`src/rtl/histogram_control_param_if.sv`:
```
// Pixel-stream and bin-RAM signal bundle for histogram_control_param.
// master = controller side, slave = pixel source plus bin RAM.
interface histogram_control_param_if #(
   parameter int unsigned PIXEL_WIDTH = 8,
   parameter int unsigned BIN_BITS    = 8,
   parameter int unsigned COUNT_WIDTH = 16
);
   logic                   pixel_valid;
   logic [PIXEL_WIDTH-1:0] pixel_data;
   logic                   pixel_ready;
   logic                   input_memory_read_finished;
   logic                   bin_rd_en;
   logic [BIN_BITS-1:0]    bin_rd_addr;
   logic [COUNT_WIDTH-1:0] bin_rd_data;
   logic                   bin_wr_en;
   logic [BIN_BITS-1:0]    bin_wr_addr;
   logic [COUNT_WIDTH-1:0] bin_wr_data;

   modport master (
      input  pixel_valid, pixel_data, input_memory_read_finished, bin_rd_data,
      output pixel_ready, bin_rd_en, bin_rd_addr, bin_wr_en, bin_wr_addr, bin_wr_data
   );

   modport slave (
      output pixel_valid, pixel_data, input_memory_read_finished, bin_rd_data,
      input  pixel_ready, bin_rd_en, bin_rd_addr, bin_wr_en, bin_wr_addr, bin_wr_data
   );
endinterface

```
`src/rtl/histogram_control_param.sv`:
```
// Histogram pass sequencer: clears the bin RAM, accumulates a pixel stream with a
// two-stage read-modify-write pipeline (same-bin forwarding), then reports completion.
module histogram_control_param #(
   parameter int unsigned PIXEL_WIDTH  = 8,
   parameter int unsigned BIN_BITS     = 8,
   parameter int unsigned COUNT_WIDTH  = 16,
   parameter bit          SATURATE     = 1'b1,
   parameter int unsigned PIXCNT_WIDTH = 20
) (
   input  logic                    clock,
   input  logic                    reset,
   input  logic                    start_histogram,
   histogram_control_param_if.master bus,
   output logic                    busy,
   output logic                    all_pixel_written,
   output logic                    histogram_done,
   output logic [PIXCNT_WIDTH-1:0] pixel_count
);
   localparam int unsigned SHIFT = PIXEL_WIDTH - BIN_BITS;

   typedef enum logic [2:0] {S_IDLE, S_CLEAR, S_ACCUM, S_DRAIN, S_DONE} state_t;

   state_t                 state, state_nxt;
   logic                   fin_q;
   logic [BIN_BITS-1:0]    clr_addr;
   logic                   s2_valid;
   logic [BIN_BITS-1:0]    s2_bin;
   logic                   fwd_valid;
   logic [BIN_BITS-1:0]    fwd_bin;
   logic [COUNT_WIDTH-1:0] fwd_val;

   logic                   launch_c;
   logic                   accept_c;
   logic [BIN_BITS-1:0]    pix_bin_c;
   logic [COUNT_WIDTH-1:0] base_c;
   logic [COUNT_WIDTH-1:0] new_c;

   // Next-state decode
   always_comb begin
      state_nxt = state;
      launch_c  = 1'b0;
      unique case (state)
         S_IDLE:  if (start_histogram) begin launch_c = 1'b1; state_nxt = S_CLEAR; end
         S_CLEAR: if (clr_addr == '1) state_nxt = S_ACCUM;
         S_ACCUM: if (bus.input_memory_read_finished || fin_q) state_nxt = S_DRAIN;
         S_DRAIN: state_nxt = S_DONE;
         S_DONE:  if (start_histogram) begin launch_c = 1'b1; state_nxt = S_CLEAR; end
         default: state_nxt = S_IDLE;
      endcase
   end

   // Stage 1 accept/read and stage 2 increment with forwarding of the previous write
   always_comb begin
      accept_c  = bus.pixel_valid && bus.pixel_ready;
      pix_bin_c = BIN_BITS'(bus.pixel_data >> SHIFT);
      base_c    = (fwd_valid && (fwd_bin == s2_bin)) ? fwd_val : bus.bin_rd_data;
      new_c     = (SATURATE && (&base_c)) ? base_c : base_c + COUNT_WIDTH'(1);

      bus.bin_rd_en   = accept_c;
      bus.bin_rd_addr = accept_c ? pix_bin_c : '0;
      bus.bin_wr_en   = 1'b0;
      bus.bin_wr_addr = '0;
      bus.bin_wr_data = '0;
      if (state == S_CLEAR) begin
         bus.bin_wr_en   = 1'b1;
         bus.bin_wr_addr = clr_addr;
      end else if (s2_valid) begin
         bus.bin_wr_en   = 1'b1;
         bus.bin_wr_addr = s2_bin;
         bus.bin_wr_data = new_c;
      end
   end

   always_ff @(posedge clock or negedge reset) begin
      if (!reset) begin
         state             <= S_IDLE;
         busy              <= 1'b0;
         all_pixel_written <= 1'b0;
         histogram_done    <= 1'b0;
         bus.pixel_ready   <= 1'b0;
         pixel_count       <= '0;
         fin_q             <= 1'b0;
         clr_addr          <= '0;
         s2_valid          <= 1'b0;
         s2_bin            <= '0;
         fwd_valid         <= 1'b0;
         fwd_bin           <= '0;
         fwd_val           <= '0;
      end else begin
         state             <= state_nxt;
         busy              <= (state_nxt == S_CLEAR) || (state_nxt == S_ACCUM) ||
                              (state_nxt == S_DRAIN);
         all_pixel_written <= (state_nxt == S_DONE);
         histogram_done    <= (state_nxt == S_DONE) && (state != S_DONE);
         bus.pixel_ready   <= (state_nxt == S_ACCUM);

         if (launch_c) begin
            pixel_count <= '0;
            fin_q       <= 1'b0;
            clr_addr    <= '0;
         end else begin
            if (state == S_CLEAR) clr_addr <= clr_addr + BIN_BITS'(1);
            if (accept_c && (pixel_count != '1)) pixel_count <= pixel_count + PIXCNT_WIDTH'(1);
            if ((state == S_ACCUM) && bus.input_memory_read_finished) fin_q <= 1'b1;
         end

         s2_valid <= accept_c;
         if (accept_c) s2_bin <= pix_bin_c;
         fwd_valid <= s2_valid;
         fwd_bin   <= s2_bin;
         fwd_val   <= new_c;
      end
   end
endmodule

```
`src/flat_wrapper.sv`:
```
// flat-port wrapper written by rule: the top's interface ports become plain ports
module histogram_control_param_flat 
#(
   parameter int unsigned PIXEL_WIDTH  = 8,
   parameter int unsigned BIN_BITS     = 8,
   parameter int unsigned COUNT_WIDTH  = 16,
   parameter bit          SATURATE     = 1'b1,
   parameter int unsigned PIXCNT_WIDTH = 20
)
  (clock, reset, start_histogram, busy, all_pixel_written, histogram_done, pixel_count, bus_pixel_valid, bus_pixel_data, bus_input_memory_read_finished, bus_bin_rd_data, bus_pixel_ready, bus_bin_rd_en, bus_bin_rd_addr, bus_bin_wr_en, bus_bin_wr_addr, bus_bin_wr_data);
  histogram_control_param_if #(.PIXEL_WIDTH(PIXEL_WIDTH), .BIN_BITS(BIN_BITS), .COUNT_WIDTH(COUNT_WIDTH)) bus_i ();
  input  logic clock;
  input  logic reset;
  input  logic start_histogram;
  output logic busy;
  output logic all_pixel_written;
  output logic histogram_done;
  output logic [PIXCNT_WIDTH-1:0] pixel_count;
  input wire logic [$bits(bus_i.pixel_valid)-1:0] bus_pixel_valid;
  input wire logic [$bits(bus_i.pixel_data)-1:0] bus_pixel_data;
  input wire logic [$bits(bus_i.input_memory_read_finished)-1:0] bus_input_memory_read_finished;
  input wire logic [$bits(bus_i.bin_rd_data)-1:0] bus_bin_rd_data;
  output wire logic [$bits(bus_i.pixel_ready)-1:0] bus_pixel_ready;
  output wire logic [$bits(bus_i.bin_rd_en)-1:0] bus_bin_rd_en;
  output wire logic [$bits(bus_i.bin_rd_addr)-1:0] bus_bin_rd_addr;
  output wire logic [$bits(bus_i.bin_wr_en)-1:0] bus_bin_wr_en;
  output wire logic [$bits(bus_i.bin_wr_addr)-1:0] bus_bin_wr_addr;
  output wire logic [$bits(bus_i.bin_wr_data)-1:0] bus_bin_wr_data;
  assign bus_i.pixel_valid = bus_pixel_valid;
  assign bus_i.pixel_data = bus_pixel_data;
  assign bus_i.input_memory_read_finished = bus_input_memory_read_finished;
  assign bus_i.bin_rd_data = bus_bin_rd_data;
  assign bus_pixel_ready = bus_i.pixel_ready;
  assign bus_bin_rd_en = bus_i.bin_rd_en;
  assign bus_bin_rd_addr = bus_i.bin_rd_addr;
  assign bus_bin_wr_en = bus_i.bin_wr_en;
  assign bus_bin_wr_addr = bus_i.bin_wr_addr;
  assign bus_bin_wr_data = bus_i.bin_wr_data;
  histogram_control_param #(.PIXEL_WIDTH(PIXEL_WIDTH), .BIN_BITS(BIN_BITS), .COUNT_WIDTH(COUNT_WIDTH), .SATURATE(SATURATE), .PIXCNT_WIDTH(PIXCNT_WIDTH)) u_core (.clock(clock), .reset(reset), .start_histogram(start_histogram), .bus(bus_i), .busy(busy), .all_pixel_written(all_pixel_written), .histogram_done(histogram_done), .pixel_count(pixel_count));
endmodule
```
`config.mk`:
```
export PLATFORM = sky130hd
export DESIGN_NAME = histogram_control_param_flat
export DESIGN_NICKNAME = d
export VERILOG_FILES = /design/src/rtl/histogram_control_param_if.sv /design/src/rtl/histogram_control_param.sv /design/src/flat_wrapper.sv
export SDC_FILE = /design/constraint.sdc
export NUM_CORES = 1
export LEC_CHECK = 0
export CAP_MARGIN = 25
export CORE_ASPECT_RATIO = 0.75
export CORE_MARGIN = 2
export CORE_UTILIZATION = 51
export CTS_CLUSTER_DIAMETER = 40
export DETAILED_ROUTE_END_ITERATION = 10
export GPL_TIMING_DRIVEN = 1
export PLACE_DENSITY = 0.83
export SYNTH_ARGS = -nofsm -noshare
export SYNTH_HDL_FRONTEND = slang
export SYNTH_SLANG_ARGS = --single-unit
```
`constraint.sdc`:
```
create_clock -name clock -period 4.58 [get_ports clock]
set_input_delay 0.687 -clock clock [delete_from_list [all_inputs] [get_ports clock]]
set_output_delay 0.687 -clock clock [all_outputs]
set_load 0.01 [all_outputs]
```
# After elaboration in Yosys (flattened, before gate mapping)
# Cells that the tools add are included.
[word_totals]
ff_bits = 70
input_bits = 29
out_inout_bits = 58
wordCells = 63
[op_classes]
add_sub_neg = 3
n_eq_ne = 12
muxes = 21
reduce_logical = 14
[ops]
columns = ["cell", "count"]
rows = [
  ["2-to-1 mux 16 bit", 4],
  ["2-to-1 mux 20 bit", 2],
  ["2-to-1 mux 8 bit", 5],
  ["adder 20 x 1 -> 20 bit (second input constant)", 1],
  ["inequality test 20 bit (second input constant)", 1],
  ["adder 16 x 1 -> 16 bit (second input constant)", 1],
  ["AND reduction 16 bit", 1],
  ["equality test 3 x 2 -> 1 bit (second input constant)", 4],
  ["one-hot mux 3 bit (4 select lines)", 1],
  ["2-to-1 mux 3 bit", 3],
  ["adder 8 x 1 -> 8 bit (second input constant)", 1],
  ["equality test 8 bit", 1],
  ["equality test 8 bit (second input constant)", 1],
  ["equality test 3 x 1 -> 1 bit (second input constant)", 2],
  ["equality test 3 bit (second input constant)", 2],
  ["2-to-1 mux 1 bit", 6],
  ["nonzero test 2 bit", 3],
  ["logical AND 1 bit", 5],
  ["logical NOT 3 bit", 1],
  ["logical OR 1 bit", 3],
  ["inequality test 3 bit (second input constant)", 1],
  ["OR reduction 2 bit", 1],
]

# Longest topological paths before layout
# Gate-level depths: netlist of the first run.
[depth]
depth_word = 7
mapped_depth = 13

# Least setup slack after synthesis of the first run
# OpenSTA, ideal clock, no wires.
[synth_path]
kind = "reg2out"
from = "reg u_core.s2_bin[0]"
to = "out bus_bin_wr_data[5]"
t_arrival_ns = 2.920
required_ns = 3.893
slack_ns = 0.973
stages_incl_launch_ff = 13
path_cell_list = "dfrtp_1 -> xnor2_1 -> nand3_1 -> nor3_4 -> buf_4 -> mux2_2 -> ha_1 -> inv_1 -> nor2_1 -> a311oi_1 -> nand2_1 -> xor2_1 -> a211oi_1"
[synth_via]
elab_chain_len = 7
elab_cells_between_ends = 8
[synth_lines]
columns = ["element", "line", "rtl"]
rows = [
  ["from (decl)", "histogram_control_param.sv:27", "logic [BIN_BITS-1:0] s2_bin;"],
  ["from (signal assigned)", "histogram_control_param.sv:108", "if (accept_c) s2_bin <= pix_bin_c;"],
  ["equality test 8 bit *", "histogram_control_param.sv:56", "base_c = (fwd_valid && (fwd_bin == s2_bin)) ? fwd_val : bus.bin_rd_data;"],
  ["logical AND 1 bit *", "histogram_control_param.sv:56", ""],
  ["2-to-1 mux 16 bit *", "histogram_control_param.sv:56", ""],
  ["adder 16 x 1 -> 16 bit / AND reduction 16 bit (equally long branches)", "histogram_control_param.sv:57", "new_c = (SATURATE && (&base_c)) ? base_c : base_c + COUNT_WIDTH'(1);"],
  ["2-to-1 mux 16 bit *", "histogram_control_param.sv:57", ""],
  ["2-to-1 mux 16 bit *", "histogram_control_param.sv:67", "end else if (s2_valid) begin"],
  ["2-to-1 mux 16 bit *", "histogram_control_param.sv:64", "if (state == S_CLEAR) begin"],
  ["to (decl)", "flat_wrapper.sv:28", "output wire logic [$bits(bus_i.bin_wr_data)-1:0] bus_bin_wr_data;"],
]
# Every way passes the cells marked *; elsewhere a longest branch is shown, timed or not.

# Final worst setup path of the first run
[layout_path]
from = "reg u_core.s2_bin[7]"
to = "out bus_bin_wr_data[1]"
[layout_via]
elab_chain_len = 7
elab_cells_between_ends = 8
[layout_lines]
columns = ["element", "line", "rtl"]
rows = [
  ["equality test 8 bit *", "histogram_control_param.sv:56", ""],
  ["logical AND 1 bit *", "histogram_control_param.sv:56", ""],
  ["2-to-1 mux 16 bit *", "histogram_control_param.sv:56", ""],
  ["adder 16 x 1 -> 16 bit / AND reduction 16 bit (equally long branches)", "histogram_control_param.sv:57", ""],
  ["2-to-1 mux 16 bit *", "histogram_control_param.sv:57", ""],
  ["via u_core.new_c[1]", "histogram_control_param.sv:36", "logic [COUNT_WIDTH-1:0] new_c;"],
  ["2-to-1 mux 16 bit *", "histogram_control_param.sv:67", ""],
  ["2-to-1 mux 16 bit *", "histogram_control_param.sv:64", ""],
]
# The timed path passes the listed nets; every way through them passes the cells marked *.

==> impl_metrics.csv, run 1 <==
group,metric,value,unit
outcome,outcome,"complete, no violations",
clocking,cts-buffers-inserted,9,
flow_run,drv_cap,0,
timing,worstMarginPinSlew,0.669,ns
logic_synthesis,ys_types,59,
timing,max_freq,225,MHz
grt,grt_start_max_net_pins,48,
logic_synthesis,synth_top_area_share,44.5,%
timing,slew_violations,0,
logic_synthesis,synth_warnings,0,
clocking,h-tree-depth,3,
timing,clock_skew,0.0136,ns
grt,gr-total-overflow,0,
layout,fillers,559,
placement,place.gp.congestion,0.956,
worst_setup_path,ff2ff_path_depth,12,
timing,fin_tns_setup,0,ns
routing,detail-route-antenna-nets,0,
power_and_ir_drop,p_switching,0.432,mW
floorplan,ios,87,
worst_setup_path,ff2ff_setup_slack,1.41,ns
layout,diodes,0,
logic_synthesis,synth-edff-count,0,
timing,slew_headroom,55.4,%
logic_synthesis,synth_flop_cell,"dfrtp_1",
placement,dpl.hpwl,7.55,mm
power_and_ir_drop,pwr-share-seq,48.0,%
power_and_ir_drop,p_int,1.09,mW
power_and_ir_drop,clkPwrFrac,32.9,%
logic_synthesis,synth_seq_cells,70,
worst_setup_path,crit_chain,"xnor2_2 > nand4_1 > nor3_4 > mux2_2 > ha_1 > inv_2 > nor2_1 > and3_2 > mux2i_4 > mux2_4 > and2_4 > clkdlybuf4s50_1",
worst_setup_path,reg2reg_to,"u_core.fwd_val[8]",
placement,port_buffers,86,
floorplan,num_rows,27,
layout,final_common_cell,"clkdlybuf4s50_1",
grt,grt_pass1_vias,3420,
floorplan,start_util,53.2,%
logic_synthesis,seq_area_frac_synth,44.5,%
grt,grt_usage,25.6,%
routing,drt_pass1_iterations,5,
layout,nets,544,
placement,place_ws,0.216,ns
clocking,insertion_delay,0.35,ns
grt,antenna_found_initial,0,
floorplan,chipWidth,105,µm
worst_setup_path,worstPathArrival,3.75,ns
power_and_ir_drop,p_leak,2.26,nW
floorplan,die_height,80.1,µm
timing,period_needed,4.44,ns
timing,final_hold_viol_count,0,
power_and_ir_drop,swShare,28.4,%
worst_setup_path,cp_max_fo,7,
logic_synthesis,synth_area,3940,µm²
logic_synthesis,postSynthCellCount,415,
worst_setup_path,endpoint_kind,"primary output",
logic_synthesis,synth_area_leader_cell,"dfrtp_1",
routing,wl_per_cell,17.1,µm
timing,setup_viol,0,
worst_setup_path,cp_slowest_cell,"clkdlybuf4s50_1",
timing,layout_setup_ws,0.138,ns
routing,wl,10.5,mm
layout,fin_util,70.4,%
worst_setup_path,cp-start-kind,"flip-flop",
clocking,cts_root_buffer,"clkbuf_8",
power_and_ir_drop,p_per_area,292,nW/µm²
worst_setup_path,max_stage_delay,0.47,ns
routing,drt_iter0_drc,211,
routing,vias_per_cell,5.71,
grt,grt_first_pass_wirelength,17.0,mm
logic_synthesis,synthTopCellsByArea,"dfrtp_1 44%, xnor2_1 5.3%, nand2_1 4.2%",
floorplan,design.die.area,8450,µm²
worst_setup_path,path_delay_family,"multiplexers",
worst_hold_path,hold_path_class,"input port to asynchronous set/reset pin",
layout,final_cell_mix,"79 x clkdlybuf4s50_1, 70 x dfrtp_1, 44 x nand2_1",
floorplan,core_area,7400,µm²
clocking,cts_sinks,70,
power_and_ir_drop,total_power,1.52,mW
logic_synthesis,synth_nets,447,
routing,dr_total_vias,3520,
power_and_ir_drop,comb_power_share,19.1,%
timing,whs,0.232,ns
logic_synthesis,async_flop_share,100,%
layout,area_growth,32.2,%
timing,fin_crit_sh,97.0,%
clocking,path_clk_slew,0.08,ns
worst_setup_path,cp.required,3.89,ns
clocking,cts_tree,"yes",
worst_setup_path,path_class,"flip-flop to primary output",
logic_synthesis,syn_area_per_cell,9.49,µm²
clocking,clockBufferDepth,2,
worst_setup_path,path_buf_inv,2,
power_and_ir_drop,peakVddDrop,0.000250,V
routing,drc_errors,0,
worst_setup_path,rr_startpoint,"u_core.s2_bin[7]",
layout,drive_above_1_share,11.5,%
## Yosys cell counts, drive strengths merged, types with 2 or more instances
cell,instances
a211oi,6
a21o,9
a21oi,15
a31oi,3
and2,11
and3,16
and4,6
buf,3
clkbuf,8
dfrtp,70
ha,3
inv,6
mux2,4
mux2i,16
nand2,44
nand2b,4
nand3,21
nand4,17
nor2,40
nor2b,6
nor3,11
nor3b,7
nor4,3
nor4b,3
o21ai,19
or2,4
or3,6
or4,2
xnor2,24
xor2,16
## logic make-up after synthesis
group	Yosys count	synth area share, %
simple gates	203	28.3
flops	70	44.5
compound gates	61	9.63
xor+xnor	40	8.90
mux	20	5.62
buf+inv	18	2.07
fa+ha+maj	3	0.953
## per-stage QoR
step | cell area (µm²) | instances
3_5_place_dp | 4910 | 596
5_1_grt | 5210 | 616
3_3_place_gp | 4910 | 596
6_report | 5210 | 616
2_1_floorplan | 3940 | 415
4_1_cts | 5130 | 611
## state kept, by name, summed over array words and instances (netlist names), 3 cells and up
name / flops
u_core.fwd_val: 16
u_core.fwd_bin: 8
u_core.s2_bin: 8
u_core.state: 3
u_core.pixel_count: 20
u_core.clr_addr: 8
## power groups by stage
stage | clock network, mW | registers [mW] | logic (mW)
4_1_cts | 0.510 | 0.726 | 0.287
5_1_grt | 0.538 | 0.735 | 0.318
3_3_place_gp | 0 | 0.732 | 0.271
3_5_place_dp | 0 | 0.737 | 0.283
6_report | 0.500 | 0.729 | 0.289
2_1_floorplan | 0 | 0.720 | 0.148
## what timing repair did
item,in CTS,in global routing
gates resized for setup,8,6
endpoints found under the setup margin,6,12
pin swaps,2,1
setup buffers,1,3
hold buffers,0,0
## layer usage
layer / wire (µm) / up-vias / GRT usage (%)
li1: - / 1672 / -
met1: 4440 / 1657 / 33.4
met2: 5040 / 164 / 41.2
met3: 808 / 27 / 7.55
met4: 221 / 0 / 8.40
met5: 0 / - / 0
## worst max path at each step
stage	endpoint	depth (start not counted)	from	slack (ns)
final	bus_bin_wr_data[1]	12	u_core.s2_bin[7]	0.14
after global routing	bus_bin_wr_data[1]	12	u_core.s2_bin[7]	-0.003
after CTS	bus_bin_wr_data[5]	13	u_core.s2_bin[7]	-0.03
after detailed placement	bus_bin_wr_data[8]	11	bus_bin_rd_data[0]	0.22
after global placement	bus_bin_wr_data[8]	11	bus_bin_rd_data[0]	0.35
after floorplan	bus_bin_wr_data[5]	12	u_core.s2_bin[0]	0.97
## layout make-up
type	instances	area, µm²	share of cell area, %
Tap cell	101	126	2.43
Multi-Input combinational cell	327	2150	41.3
Clock buffer	11	151	2.91
Sequential cell	70	1750	33.6
Inverter	6	22.5	0.433
Timing Repair Buffer	98	960	18.4
Clock inverter	3	45.0	0.865
(Power assumes the default switching activity.)
==> run 2, diff against run 1 <==
--- a/config.mk
+++ b/config.mk
@@ -5,7 +5,7 @@
 export SDC_FILE = /design/constraint.sdc
 export NUM_CORES = 1
 export LEC_CHECK = 0
-export CAP_MARGIN = 25
+export CAP_MARGIN = 30
 export CORE_ASPECT_RATIO = 0.75
 export CORE_MARGIN = 2
 export CORE_UTILIZATION = 51
==> constraint.sdc (replaced) <==
create_clock -name clock -period 4.58 [get_ports clock]
set_input_delay 0.916 -clock clock [delete_from_list [all_inputs] [get_ports clock]]
set_output_delay 0.916 -clock clock [all_outputs]
set_load 0.01 [all_outputs]
==> run 2 against run 1 <==
Via count is 3.9% higher. Sequential share of layout area decreased by 0.79 points. Design area increased by 2.4%. Combinational power up 5%. Worst setup slack improved by 0.013 ns. Largest power group unchanged. Critical path type is now input port to primary output. Clock skew decreased by 0.0044 ns.
==> impl_metrics.csv, run 2 (synthesis gave the netlist of run 1 again) <==
group,metric,value,unit
clocking,cts_sinks,70,
power_and_ir_drop,pwr-share-seq,47.5,%
routing,wl_per_cell,16.8,µm
outcome,outcome,"complete, no violations",
worst_setup_path,ff2ff_setup_slack,1.65,ns
routing,detail-route-antenna-nets,0,
power_and_ir_drop,p_switching,0.433,mW
placement,place.gp.congestion,0.924,
power_and_ir_drop,p_int,1.10,mW
layout,instances_no_fill,635,
clocking,cts_root_buffer,"clkbuf_8",
grt,grt_pass1_vias,3517,
timing,setup_viol,0,
timing,period_needed,4.43,ns
worst_hold_path,hp-start,"u_core.s2_bin[7]",
floorplan,num_rows,27,
clocking,h-tree-depth,3,
worst_hold_path,min_to,"u_core.fwd_bin[7]",
clocking,insertion_delay,0.34,ns
worst_setup_path,worstPathArrival,3.51,ns
worst_setup_path,crit_chain,"clkdlybuf4s50_1 > mux2i_1 > inv_1 > ha_4 > inv_2 > or4_4 > nor2_4 > mux2i_4 > buf_4 > nor4b_2 > nor3_1 > dlygate4sd2_1",
placement,port_buffers,86,
placement,dpl.hpwl,7.69,mm
timing,slew_violations,0,
worst_setup_path,cp.required,3.66,ns
clocking,cts-buffers-inserted,9,
power_and_ir_drop,p_per_area,287,nW/µm²
grt,grt_start_max_net_pins,41,
layout,diodes,0,
worst_setup_path,max_stage_delay,0.56,ns
worst_setup_path,cp_max_fo,8,
floorplan,core_area,7400,µm²
routing,vias_per_cell,5.76,
clocking,clockBufferDepth,2,
worst_setup_path,startpoint,"bus_bin_rd_data[0]",
timing,fin_tns_setup,0,ns
worst_setup_path,path_class,"input port to primary output",
layout,fin_util,72.1,%
worst_hold_path,worstHoldPathCells,0,
layout,final_area,5330,µm²
grt,gr-total-overflow,0,
routing,drt_iter0_drc,184,
floorplan,chipWidth,105,µm
layout,nets,562,
worst_setup_path,endpoint_kind,"primary output",
worst_setup_path,cp_slowest_cell,"or4_4",
timing,final_hold_viol_count,0,
grt,antenna_found_initial,0,
layout,area_growth,35.4,%
placement,dp_cells,610,
worst_setup_path,path_delay_family,"buffers and inverters",
floorplan,ios,87,
grt,grt_first_pass_wirelength,17.2,mm
routing,dr_total_vias,3658,
layout,largest_reg_flops,20,
timing,slew_headroom,40.9,%
routing,drc_errors,0,
flow_run,drv_cap,0,
layout,reg_top3,"u_core.pixel_count: 20 flops, u_core.fwd_val: 16 flops",
worst_setup_path,reg2reg_to,"u_core.fwd_val[2]",
worst_setup_path,rr_startpoint,"u_core.s2_bin[0]",
worst_hold_path,hold_path_class,"flip-flop to flip-flop",
power_and_ir_drop,p_leak,2.39,nW
timing,max_freq,226,MHz
clocking,cts_tree,"yes",
worst_setup_path,path_buf_inv,5,
floorplan,design.die.area,8450,µm²
layout,final_cell_mix,"76 x clkdlybuf4s50_1, 70 x dfrtp_1, 44 x nand2_1",
power_and_ir_drop,swShare,28.3,%
clocking,path_clk_slew,0.07,ns
layout,drive_above_1_share,14.2,%
timing,clock_skew,0.00919,ns
power_and_ir_drop,clkPwrFrac,32.7,%
timing,worstMarginPinSlew,0.886,ns
floorplan,die_height,80.1,µm
floorplan,start_util,53.2,%
power_and_ir_drop,peakVddDrop,0.000255,V
layout,final_common_cell,"clkdlybuf4s50_1",
layout,largest-register,"u_core.pixel_count",
worst_setup_path,cp-start-kind,"input port",
timing,fin_crit_sh,96.7,%
grt,grt_usage,25.9,%
placement,dpl-instance-area,5010,µm²
power_and_ir_drop,comb_power_share,19.8,%
timing,whs,0.460,ns
worst_setup_path,ff2ff_path_depth,14,
routing,drt_pass1_iterations,6,
routing,wl,10.7,mm
run 2: how the worst max path moves through the flow:
| stage | slack (ns) | cells after the start | endpoint |
|---|---|---|---|
| 3_3_place_gp | -0.02 | 10 | bus_bin_wr_data[8] |
| 5_1_grt | -0.009 | 14 | bus_bin_wr_data[8] |
| 2_1_floorplan | 0.74 | 12 | bus_bin_wr_data[5] |
| 6_report | 0.15 | 12 | bus_bin_wr_data[8] |
| 3_5_place_dp | -0.14 | 11 | bus_bin_wr_data[4] |
| 4_1_cts | 0.005 | 13 | bus_bin_wr_data[5] |
run 2: cell type report:
type | instances | area (µm²)
Sequential cell | 70 | 1750
Clock buffer | 12 | 155
Inverter | 6 | 22.5
Timing Repair Buffer | 116 | 1080
Multi-Input combinational cell | 327 | 2150
Clock inverter | 3 | 43.8
Tap cell | 101 | 126
Fill cell | 538 | 2070
run 2: what timing repair did:
action	in CTS	in global routing
pin swaps	7	0
resized for setup	10	9
setup buffers	7	3
setup endpoints to repair	11	6
hold buffers	0	0
run 2: per-stage QoR:
stage	total power, mW	worst slack (ns)
4_1_cts	1.53	0.00490
5_1_grt	1.60	-0.00885
2_1_floorplan	0.868	0.744
6_report	1.53	0.151
3_3_place_gp	1.01	-0.0155
3_5_place_dp	1.03	-0.141
run 2: power by group through the flow:
| stage | clock, mW | sequential, mW | combinational (mW) |
|---|---|---|---|
| 3_5_place_dp | 0 | 0.737 | 0.290 |
| 5_1_grt | 0.533 | 0.735 | 0.333 |
| 2_1_floorplan | 0 | 0.720 | 0.148 |
| 3_3_place_gp | 0 | 0.731 | 0.280 |
| 4_1_cts | 0.506 | 0.725 | 0.301 |
| 6_report | 0.500 | 0.727 | 0.303 |
run 2: layer usage:
metal | global-route usage [%] | vias to the layer above | wire [µm]
met5 | 0 | - | 0
met4 | 9.07 | 0 | 148
met3 | 5.36 | 13 | 711
met2 | 42.9 | 143 | 5060
met1 | 34.1 | 1795 | 4740
li1 | - | 1707 | -
==> run 3, diff against run 2 <==
--- a/config.mk
+++ b/config.mk
@@ -9,10 +9,10 @@
 export CORE_ASPECT_RATIO = 0.75
 export CORE_MARGIN = 2
 export CORE_UTILIZATION = 51
-export CTS_CLUSTER_DIAMETER = 40
+export CTS_BUF_LIST = sky130_fd_sc_hd__clkbuf_16
 export DETAILED_ROUTE_END_ITERATION = 10
 export GPL_TIMING_DRIVEN = 1
-export PLACE_DENSITY = 0.83
+export PLACE_DENSITY_LB_ADDON = 0.15
 export SYNTH_ARGS = -nofsm -noshare
 export SYNTH_HDL_FRONTEND = slang
 export SYNTH_SLANG_ARGS = --single-unit
==> run 3 against run 2 <==
Maximum frequency fell by 4.6%. Critical path type is now flip-flop to primary output. Die area did not move. Global-route usage fell by 0.29 points. Clock-buffer cell count fell by 3. Combinational power barely moved. The run now ends with negative setup slack left. Critical path depth rose by 2. First-iteration DRC count rose by 22%. Sequential power barely moved. Via count fell by 1.4%. Sequential cell count did not move. Clock power rose by 36%. Wire length barely moved. Largest power group unchanged.
==> impl_metrics.csv, run 3 (synthesis gave the netlist of run 1 again) <==
group,metric,value,unit
routing,dr_total_vias,3607,
clocking,path_clk_slew,0.06,ns
outcome,failed_checks,"negative setup slack",
placement,dpl.hpwl,7.30,mm
flow_run,drv_cap,0,
layout,largest-register,"u_core.pixel_count",
timing,setup_viol,1,
timing,max_freq,215,MHz
floorplan,ios,87,
clocking,clockBufferDepth,2,
layout,nets,567,
routing,wl,10.6,mm
floorplan,chipWidth,105,µm
grt,top_usage_layer,"met2",
grt,grt_pass1_vias,3364,
timing,worstMarginPinSlew,0.739,ns
power_and_ir_drop,peakVddDrop,0.000229,V
clocking,cts.hold.buffers_added,0,
worst_setup_path,endpoint_kind,"primary output",
clocking,cts-buffers-inserted,9,
timing,final_hold_viol_count,0,
layout,final_cell_mix,"77 x clkdlybuf4s50_1, 70 x dfrtp_1, 44 x nand2_1",
placement,place_ws,-0.0605,ns
layout,reg_top3,"u_core.pixel_count: 20 flops, u_core.fwd_val: 16 flops",
grt,grt_start_max_net_pins,41,
grt,grt_first_pass_wirelength,16.8,mm
routing,vias_per_cell,5.63,
timing,fin_crit_sh,101,%
grt,grt_use_met2,37.9,%
timing,layout_setup_ws,-0.0624,ns
clocking,cts_sinks,70,
clocking,cts_root_buffer,"clkbuf_16",
power_and_ir_drop,pwr-share-seq,42.4,%
placement,port_buffers,86,
grt,use_met1,36.2,%
worst_setup_path,cp-start-kind,"flip-flop",
grt,grt_usage,25.6,%
power_and_ir_drop,p_leak,2.44,nW
worst_setup_path,cp_max_fo,6,
floorplan,die_height,80.1,µm
worst_hold_path,hold_path_class,"flip-flop to flip-flop",
timing,slew_violations,0,
grt,antenna_found_initial,0,
routing,drt_pass1_iterations,5,
power_and_ir_drop,swShare,27.4,%
layout,area_growth,39.5,%
placement,place.gp.congestion,0.921,
floorplan,core_area,7400,µm²
floorplan,start_util,53.2,%
layout,diodes,0,
floorplan,design.die.area,8450,µm²
layout,largest_reg_flops,20,
grt,gr-total-overflow,0,
clocking,cts_tree,"yes",
routing,drt_iter0_drc,224,
routing,drc_errors,0,
clocking,insertion_delay,0.34,ns
clocking,h-tree-depth,3,
layout,instances_no_fill,641,
power_and_ir_drop,p_switching,0.468,mW
worst_setup_path,path_class,"flip-flop to primary output",
power_and_ir_drop,p_int,1.24,mW
timing,clock_skew,0.00746,ns
routing,wl_per_cell,16.6,µm
floorplan,num_rows,27,
power_and_ir_drop,comb_power_share,17.8,%
power_and_ir_drop,p_per_area,311,nW/µm²
grt,grt.met3_usage,8.12,%
routing,detail-route-antenna-nets,0,
power_and_ir_drop,clkPwrFrac,39.7,%
outcome,outcome,"finished, violations left",
layout,final_common_cell,"clkdlybuf4s50_1",
worst_setup_path,cp.required,3.66,ns
timing,rsz0062_at_grt,"true",
placement,dp_cells,611,
timing,slew_headroom,50.7,%
layout,drive_above_1_share,15.2,%
timing,period_needed,4.64,ns
worst_setup_path,worstPathArrival,3.73,ns
run 3: cell count changes in the layout (fill, tap and decap cells not counted), moves of 2 or more:
cell       previous run  this run
buf_4                29        33
clkbuf_16             0         9
clkbuf_8             11         0
clkinv_2              1         3
xnor2_1              23        21
xnor2_2               1         3
run 3: cell type report:
type	instances	area [µm²]
fillers	512	1910
flip-flops and latches	70	1750
repair buffers	120	1110
clock inverters	7	65.1
clock buffers	9	225
inverters	6	22.5
well taps	101	126
multi-input cells	328	2190
run 3: worst max-delay path: stages (launching register included):
cell and delay [ns]:
dfrtp_1 0.40, xnor2_2 0.16, nand4_1 0.21, nor3_4 0.26, mux2i_1 0.32, inv_1 0.11
ha_4 0.18, inv_1 0.13, nor2_1 0.11, a311oi_1 0.31, buf_4 0.18, nand4_1 0.08
nor3b_1 0.16, nor3_1 0.20, clkdlybuf4s50_1 0.58
run 3: what timing repair did:
action,4_1_cts,5_1_grt
buffers inserted,10,3
cloned,1,0
endpoints found under the setup margin,11,13
resized for setup,7,11
endpoints found under the hold margin,0,0
pin swaps,3,5
run 3: metrics by stage:
step / util (%) / setup TNS (ns) / area [µm²] / power (mW) / hold WS [ns]
floorplan: - / 0 / 3940 / 0.868 / 0.369
finish: 74.2 / -0.0624 / 5490 / 1.71 / 0.465
CTS: 73.1 / 0 / 5410 / 1.72 / 0.463
detailed placement: 67.9 / -0.109 / 5020 / 1.02 / 0.443
global route: 74.2 / -0.470 / 5490 / 1.78 / 0.470
global placement: 67.8 / 0 / 5020 / 1.01 / 0.435
run 3: metal layers:
layer	vias up	wire, µm	share of wire, %
met5	-	0	0
met4	0	133	1.2
met3	19	771	7.2
met2	148	4670	44
met1	1719	5080	48
li1	1721	-	-
run 3: final timing paths:
check,startpoint,endpoint,slack [ns],cells past startpoint
worst min-delay path,u_core.s2_bin[3],u_core.fwd_bin[3],0.46,0
max in group asynchronous,reset,u_core.pixel_count[8],2.97,2
worst max register to register,u_core.fwd_bin[2],u_core.fwd_val[4],1.58,14
min in group asynchronous,reset,u_core.fin_q,0.63,1
worst max-delay path,u_core.fwd_bin[2],bus_bin_wr_data[7],-0.06,14
worst min register to register,u_core.s2_bin[3],u_core.fwd_bin[3],0.46,0
run 3: power groups by stage:
stage          Combinational (mW)  Sequential (mW)  Clock (mW)
6_report                    0.305            0.724       0.678
5_1_grt                     0.336            0.732       0.717
4_1_cts                     0.301            0.722       0.694
3_5_place_dp                0.290            0.734           0
3_3_place_gp                0.280            0.730           0
2_1_floorplan               0.148            0.720           0
